[src/rtl/inertial_interface.sv]
// inertial_interface: brings up the 6-axis IMU over SPI, then reads
// pitch rate and Z accel on each data-ready interrupt.
module inertial_interface #(
  parameter int INIT_WAIT_W = 16
) (
  input  logic        clk,
  input  logic        rst_n,
  input  logic        INT,
  input  logic        done,
  input  logic [15:0] rd_data,
  output logic        wrt,
  output logic [15:0] cmd,
  output logic [15:0] ptch_rt,
  output logic [15:0] AZ,
  output logic        vld
);

  localparam logic [3:0] PWRUP = 4'd0;
  localparam logic [3:0] INIT1 = 4'd1;
  localparam logic [3:0] INIT2 = 4'd2;
  localparam logic [3:0] INIT3 = 4'd3;
  localparam logic [3:0] INIT4 = 4'd4;
  localparam logic [3:0] IDLE  = 4'd5;
  localparam logic [3:0] RD_PL = 4'd6;
  localparam logic [3:0] RD_PH = 4'd7;
  localparam logic [3:0] RD_AL = 4'd8;
  localparam logic [3:0] RD_AH = 4'd9;

  localparam logic [INIT_WAIT_W-1:0] TMR_ONE =
    {{(INIT_WAIT_W-1){1'b0}}, 1'b1};

  logic [3:0]             state;
  logic [INIT_WAIT_W-1:0] timer;
  logic                   int_ff1;
  logic                   int_ff2;
  logic                   int_ff3;
  logic                   int_rise;
  logic [7:0]             pl;
  logic [7:0]             ph;
  logic [7:0]             al;

  // Two-flop synchronizer on INT plus a registered rising-edge detect.
  always_ff @(posedge clk or negedge rst_n) begin
    if (!rst_n) begin
      int_ff1  <= 1'b0;
      int_ff2  <= 1'b0;
      int_ff3  <= 1'b0;
      int_rise <= 1'b0;
    end else begin
      int_ff1  <= INT;
      int_ff2  <= int_ff1;
      int_ff3  <= int_ff2;
      int_rise <= int_ff2 & ~int_ff3;
    end
  end

  // Sequencer: power-up wait, init writes, then 4-byte reads per interrupt.
  always_ff @(posedge clk or negedge rst_n) begin
    if (!rst_n) begin
      state   <= PWRUP;
      timer   <= '0;
      wrt     <= 1'b0;
      cmd     <= 16'h0000;
      ptch_rt <= 16'h0000;
      AZ      <= 16'h0000;
      vld     <= 1'b0;
      pl      <= 8'h00;
      ph      <= 8'h00;
      al      <= 8'h00;
    end else begin
      wrt <= 1'b0;
      vld <= 1'b0;
      case (state)
        PWRUP: begin
          if (&timer) begin
            state <= INIT1;
            wrt   <= 1'b1;
            cmd   <= 16'h0D02;
          end else begin
            timer <= timer + TMR_ONE;
          end
        end
        INIT1: if (done) begin
          state <= INIT2;
          wrt   <= 1'b1;
          cmd   <= 16'h1053;
        end
        INIT2: if (done) begin
          state <= INIT3;
          wrt   <= 1'b1;
          cmd   <= 16'h1150;
        end
        INIT3: if (done) begin
          state <= INIT4;
          wrt   <= 1'b1;
          cmd   <= 16'h1460;
        end
        INIT4: if (done) begin
          state <= IDLE;
        end
        IDLE: if (int_rise) begin
          state <= RD_PL;
          wrt   <= 1'b1;
          cmd   <= 16'hA200;
        end
        RD_PL: if (done) begin
          pl    <= rd_data[7:0];
          state <= RD_PH;
          wrt   <= 1'b1;
          cmd   <= 16'hA300;
        end
        RD_PH: if (done) begin
          ph    <= rd_data[7:0];
          state <= RD_AL;
          wrt   <= 1'b1;
          cmd   <= 16'hAC00;
        end
        RD_AL: if (done) begin
          al    <= rd_data[7:0];
          state <= RD_AH;
          wrt   <= 1'b1;
          cmd   <= 16'hAD00;
        end
        RD_AH: if (done) begin
          state   <= IDLE;
          ptch_rt <= {ph, pl};
          AZ      <= {rd_data[7:0], al};
          vld     <= 1'b1;
        end
        default: state <= PWRUP;
      endcase
    end
  end

endmodule

[config.mk]
export PLATFORM = sky130hd
export DESIGN_NAME = inertial_interface
export DESIGN_NICKNAME = d
export VERILOG_FILES = /design/src/rtl/inertial_interface.sv
export SDC_FILE = /design/constraint.sdc
export NUM_CORES = 1
export LEC_CHECK = 0
export CAP_MARGIN = 20
export CORE_MARGIN = 2
export CORE_UTILIZATION = 30
export CTS_CLUSTER_DIAMETER = 100
export CTS_CLUSTER_SIZE = 14
export DETAILED_ROUTE_END_ITERATION = 8
export SETUP_SLACK_MARGIN = 0.1
export SKIP_CTS_REPAIR_TIMING = 1
export SYNTH_ARGS = -nofsm -noshare
export SYNTH_HDL_FRONTEND = slang
export SYNTH_SLANG_ARGS = --single-unit
export TNS_END_PERCENT = 50
[constraint.sdc]
create_clock -name clk -period 2.7 [get_ports clk]
set_clock_uncertainty 0.2 [all_clocks]
set_input_delay 0.27 -clock clk [delete_from_list [all_inputs] [get_ports clk]]
set_output_delay 0.27 -clock clk [all_outputs]
set_load 0.005 [all_outputs]
; Yosys cells after proc, flatten, opt, wreduce, memory -nomap -nowiden
; Index checks and enable logic that the tools add are counted.
[word_totals]
ff_bits = 98
elab_cells = 72
[classes]
muxes = 24
bitwise_logic = 3
eq_ne = 18
reduce_logical = 12
n_addsub = 1
[ops]
columns = operator, n
row1 = $mux W16, 8
row2 = $pmux W16 S8, 1
row3 = $mux W4, 9
row4 = $pmux W4 S9, 1
row5 = $reduce_and A9 Y1, 2
row6 = $add A16 B1 Y16 const B, 1
row7 = $eq A4 B3 Y1 const B, 4
row8 = $ne A2 B2 Y1 const B, 8
row9 = $reduce_and A16 Y1, 1
row10 = $reduce_and A2 Y1, 5
row11 = $eq A4 B2 Y1 const B, 2
row12 = $eq A4 B4 Y1 const B, 2
row13 = $reduce_bool A8 Y1, 1
row14 = $reduce_or A6 Y1, 1
row15 = $eq A4 B1 Y1 const B, 1
row16 = $logic_not A4 Y1, 1
row17 = $mux W1, 4
row18 = $pmux W1 S3, 1
row19 = $ne A2 B1 Y1 const B, 1
row20 = $not A1 Y1, 2
row21 = $reduce_or A2 Y1, 1
row22 = $and A1 B1 Y1, 1

; Logic depth before layout (Yosys ltp)
[depth]
depth_word = 4
ltp_mapped = 7

; Least setup slack after synthesis
; No wires, ideal clock.
[synth_timing]
path_kind = register -> register
from = register state[1]
to = register cmd[11]
arrival_time_ps = 1711
synth_period_minus_slack_ps = 2036
path_stages_with_launch = 7
t_required_ps = 2375
setup_slack_ps = 664
cell_sequence = dfrtp_1 > buf_6 > nor4_4 > and4_4 > a31o_4 > buf_12 > mux2_4
[synth_via]
elab_chain_len = 3
word_cells_on_any_way = 19
[synth_rtl]
columns = item, line_no
row1 = "start, declared", 32  ; logic [3:0] state;
row2 = "start signal, assigned", 60  ; state <= PWRUP;
row3 = "start signal, assigned", 76  ; state <= INIT1;
row4 = "start signal, assigned", 84  ; state <= INIT2;
row5 = "$eq A4 B4 Y1, or another cell as far along", 73  ; case (state)
row6 = $reduce_bool A8 Y1 (no line) or $ne A2 B2 Y1 (tied branches), n/a
row7 = $reduce_and A9 Y1 (no line), n/a
row8 = "end signal, assigned", 78  ; cmd <= 16'h0D02;
row9 = "end signal, assigned", 86  ; cmd <= 16'h1053;
row10 = "end signal, assigned", 91  ; cmd <= 16'h1150;
row11 = "end, declared", 12  ; output logic [15:0] cmd,
; Parallel ways exist; a longest one is shown, timed or not.
; A chain may end at the register's enable or synchronous reset.

; Worst setup path after layout
[layout_timing]
from = register state[2]
to = register ph[7]
[layout_via]
elab_chain_len = 2
[layout_rtl]
columns = item, line_no
row1 = $eq A4 B3 Y1, 73
row2 = $reduce_and A2 Y1 (no line), n/a
row3 = "end signal, assigned", 113  ; ph <= rd_data[7:0];
row4 = "end, declared", 39  ; logic [7:0] ph;
; No other way between the ends.

==> impl_metrics.csv <==
group,metric,value,unit
timing,slew_headroom,65.30,%
final_layout,layout-drive-gt1-share,15.55,%
route,wl,7618,microns
grt,first_global_vias,2593,
route,drtIter0Drc,180,
route,post_drt_wl_per_cell,12.91,microns
timing,tightest_slew,0.5205,ns
grt,antenna_found_initial,0,
floorplanning,die_area,0.01392,sq mm
synth,synth.avg_cell_area,11.01,sq um
final_layout,layout.nets,434,
synth,syn_inst,354,
synth,yosys_most_used_dff,"dfrtp_1",
clocking,clkSinkCount,92,
final_layout,final_common_cell,"nand2_1",
critical_path,reg2reg_depth,4,
clocking,cts_tree,"done",
min_path,holdPathStages,1,
clocking,cts_root_buffer,"clkbuf_16",
timing,setup_viol,0,
critical_path,cp_cell_sequence,"inv_1, nor2_1, and3_1, mux2_2",
critical_path,r2r-start,"state[2]$_DFFE_PN0P_",
power,cellLeakagePower,2.344,nW
final_layout,most-common-layout-cells,"nand2_1 (109), dfrtp_1 (92), clkdlybuf4s50_1 (56)",
synth,ys_seq_area_share,59.07,%
critical_path,cp-start-kind,"register",
critical_path,timing.rr.end,"ph[7]$_DFFE_PN0P_",
floorplanning,start_util,30.76,%
critical_path,crit_type,"reg -> reg",
timing,post-route-min-period,2.216,ns
timing,fin_setup_tns,0,ns
grt,grt_max_degree,40,
clocking,cts-htree-levels,3,
place,place_area,0.004617,sq mm
synth,yosys_warnings,0,
place,place_congestion,0.7778,
synth,syn_area,0.003897,sq mm
synth,synth_edf_count,0,
route,route.vias.total,2618,
synth,yosysUniqueCellTypes,38,
job,max_cap_violations,0,
final_layout,antenna_cells,0,
power,ir_worst_vdd,326.1,uV
timing,maxSlewViolCount,0,
critical_path,regToRegSetupSlack,0.48,ns
clocking,clock_path_buffers,2,
route,remaining_drc_errors,0,
final_layout,syn_to_final_growth,26.97,%
timing,hold_violations,0,
grt,grt_usage,11.46,%
critical_path,end_kind,"register",
route,dr.pass1.iters,4,
critical_path,slowest_delay,0.61,ns
clocking,clk_latency,0.34,ns
floorplanning,die_w,118.0,microns
route,post_drt_via_cell_ratio,4.437,
floorplanning,core-area,0.01267,sq mm
timing,period_share,82.07,%
timing,rsz0062_at_grt,"false",
final_layout,post-route-util,39.05,%
min_path,holdPathEnd,"int_ff1$_DFF_PN0_",
clocking,numCtsBuffers,9,
min_path,hold_path_class,"in -> reg",
floorplanning,die_height,118.0,microns
place,numPortBuffers,57,
grt,grt_pass1_wl,13040,microns
critical_path,worstPathArrival,2.24,ns
synth,synth-seq-cells,92,
synth,synthArstFlopShare,100.0,%
power,p_per_area,929.1,mW/mm^2
critical_path,cp.buffers_inverters,1,
clocking,clkTransAtPathRegs,0.08,ns
place,hpwl,5315,microns
min_path,hold_path_startpoint,"INT",
grt,grt_overflow_total,0,
final_layout,fill_cells,1251,
status,run_status,"finished clean",
critical_path,critPathMaxFanout,12,
critical_path,required,2.72,ns
critical_path,slowest_stage,"dfrtp_1",
final_layout,fin_area,0.004949,sq mm
timing,fmax,451.3,MHz
critical_path,crit_family,"simple AND/OR/NAND/NOR gates",
timing,timing.hold.ws,0.1588,ns
route,detail-route-antenna-nets,0,
floorplanning,rows,41,
floorplanning,num_io_pins,70,
critical_path,cp_num_cells,4,
-- synthesized netlist by cell type (4+ instances only) --
cell type | count | area share, %
nand3_1 | 11 | 1.4
dfrtp_1 | 92 | 59
mux2_2 | 28 | 8.1
o22ai_1 | 4 | 0.64
and3_1 | 9 | 1.4
o21ai_0 | 4 | 0.51
inv_1 | 7 | 0.67
xnor2_1 | 11 | 2.5
mux2_4 | 5 | 1.9
buf_2 | 5 | 0.64
clkbuf_1 | 7 | 0.67
nor2_1 | 13 | 1.3
nand2_1 | 109 | 10
buf_4 | 7 | 1.3
a21oi_1 | 8 | 1.0
-- cell families after synthesis --
group | count (synthesis) | share of synthesized area, %
adders and majority gates | 1 | 0.3210
AOI/OAI and AO/OA | 22 | 3.628
buffers and inverters | 28 | 4.141
other | 1 | 0.09622
and+or+nand+nor | 161 | 19.07
xor gates and xnor gates | 14 | 3.146
DFF | 92 | 59.07
muxes | 35 | 10.53
-- worst max-delay path by stage --
stage,startpoint,end,slack (ns)
after floorplan,state[1]$_DFFE_PN0P_,cmd[11]$_DFFE_PN0P_,0.66
after global placement,done,ph[1]$_DFFE_PN0P_,0.38
after detailed placement,done,ph[7]$_DFFE_PN0P_,0.35
after CTS,state[3]$_DFFE_PN0P_,cmd[0]$_DFFE_PN0P_,0.48
after global routing,state[0]$_DFFE_PN0P_,timer[15]$_DFFE_PN0P_,0.26
final,state[2]$_DFFE_PN0P_,ph[7]$_DFFE_PN0P_,0.48
-- worst reg2reg max path: cells and delay by family, from the launching register on --
kind / cells / cell delay, ns
flip-flops: 1 / 0.61
AND/OR/NAND/NOR: 2 / 0.70
buffers and inverters: 1 / 0.19
multiplexers: 1 / 0.40
-- layout make-up --
cell class | instances | area [sq um] | area share, %
Multi-Input combinational cell | 237 | 1445 | 29.20
Clock inverter | 7 | 96.34 | 1.947
Timing Repair Buffer | 66 | 638.1 | 12.90
Inverter | 7 | 26.28 | 0.5310
Sequential cell | 92 | 2302 | 46.52
Clock buffer | 9 | 225.2 | 4.551
Tap cell | 172 | 215.2 | 4.349
-- routing by layer --
metal | track usage (%) | vias up | share of wire (%)
li1 | - | 1276 | -
met1 | 15.38 | 1278 | 47
met2 | 18.20 | 56 | 48
met3 | 3.246 | 8 | 4.0
met4 | 3.087 | 0 | 0.93
met5 | 0 | - | 0
-- registers in the layout (all words and copies together) (netlist names) --
register and flops:
ph 8, al 8, wrt 1, cmd 10
pl 8, int_ff3 1, timer 16, int_rise 1
vld 1, ptch_rt 16, AZ 16, int_ff1 1
int_ff2 1, state 4
-- through the flow --
stage | total power, W | std cells | setup WS (ns)
after CTS | 0.004661 | 589 | 0.4841
final | 0.004598 | 590 | 0.4840
after detailed placement | 0.003328 | 573 | 0.3548
after global routing | 0.004878 | 590 | 0.2593
after global placement | 0.003283 | 573 | 0.3829
after floorplan | 0.002800 | 357 | 0.6641
-- where the power goes --
part	total (W)	switching, W	internal, W	leakage [nW]
sequential	0.00205	0.000281	0.00177	1.21
clock	0.00131	0.000565	0.000743	0.157
combinational	0.00124	0.000489	0.000752	0.976
No activity file was read; power rests on OpenSTA's default activity.
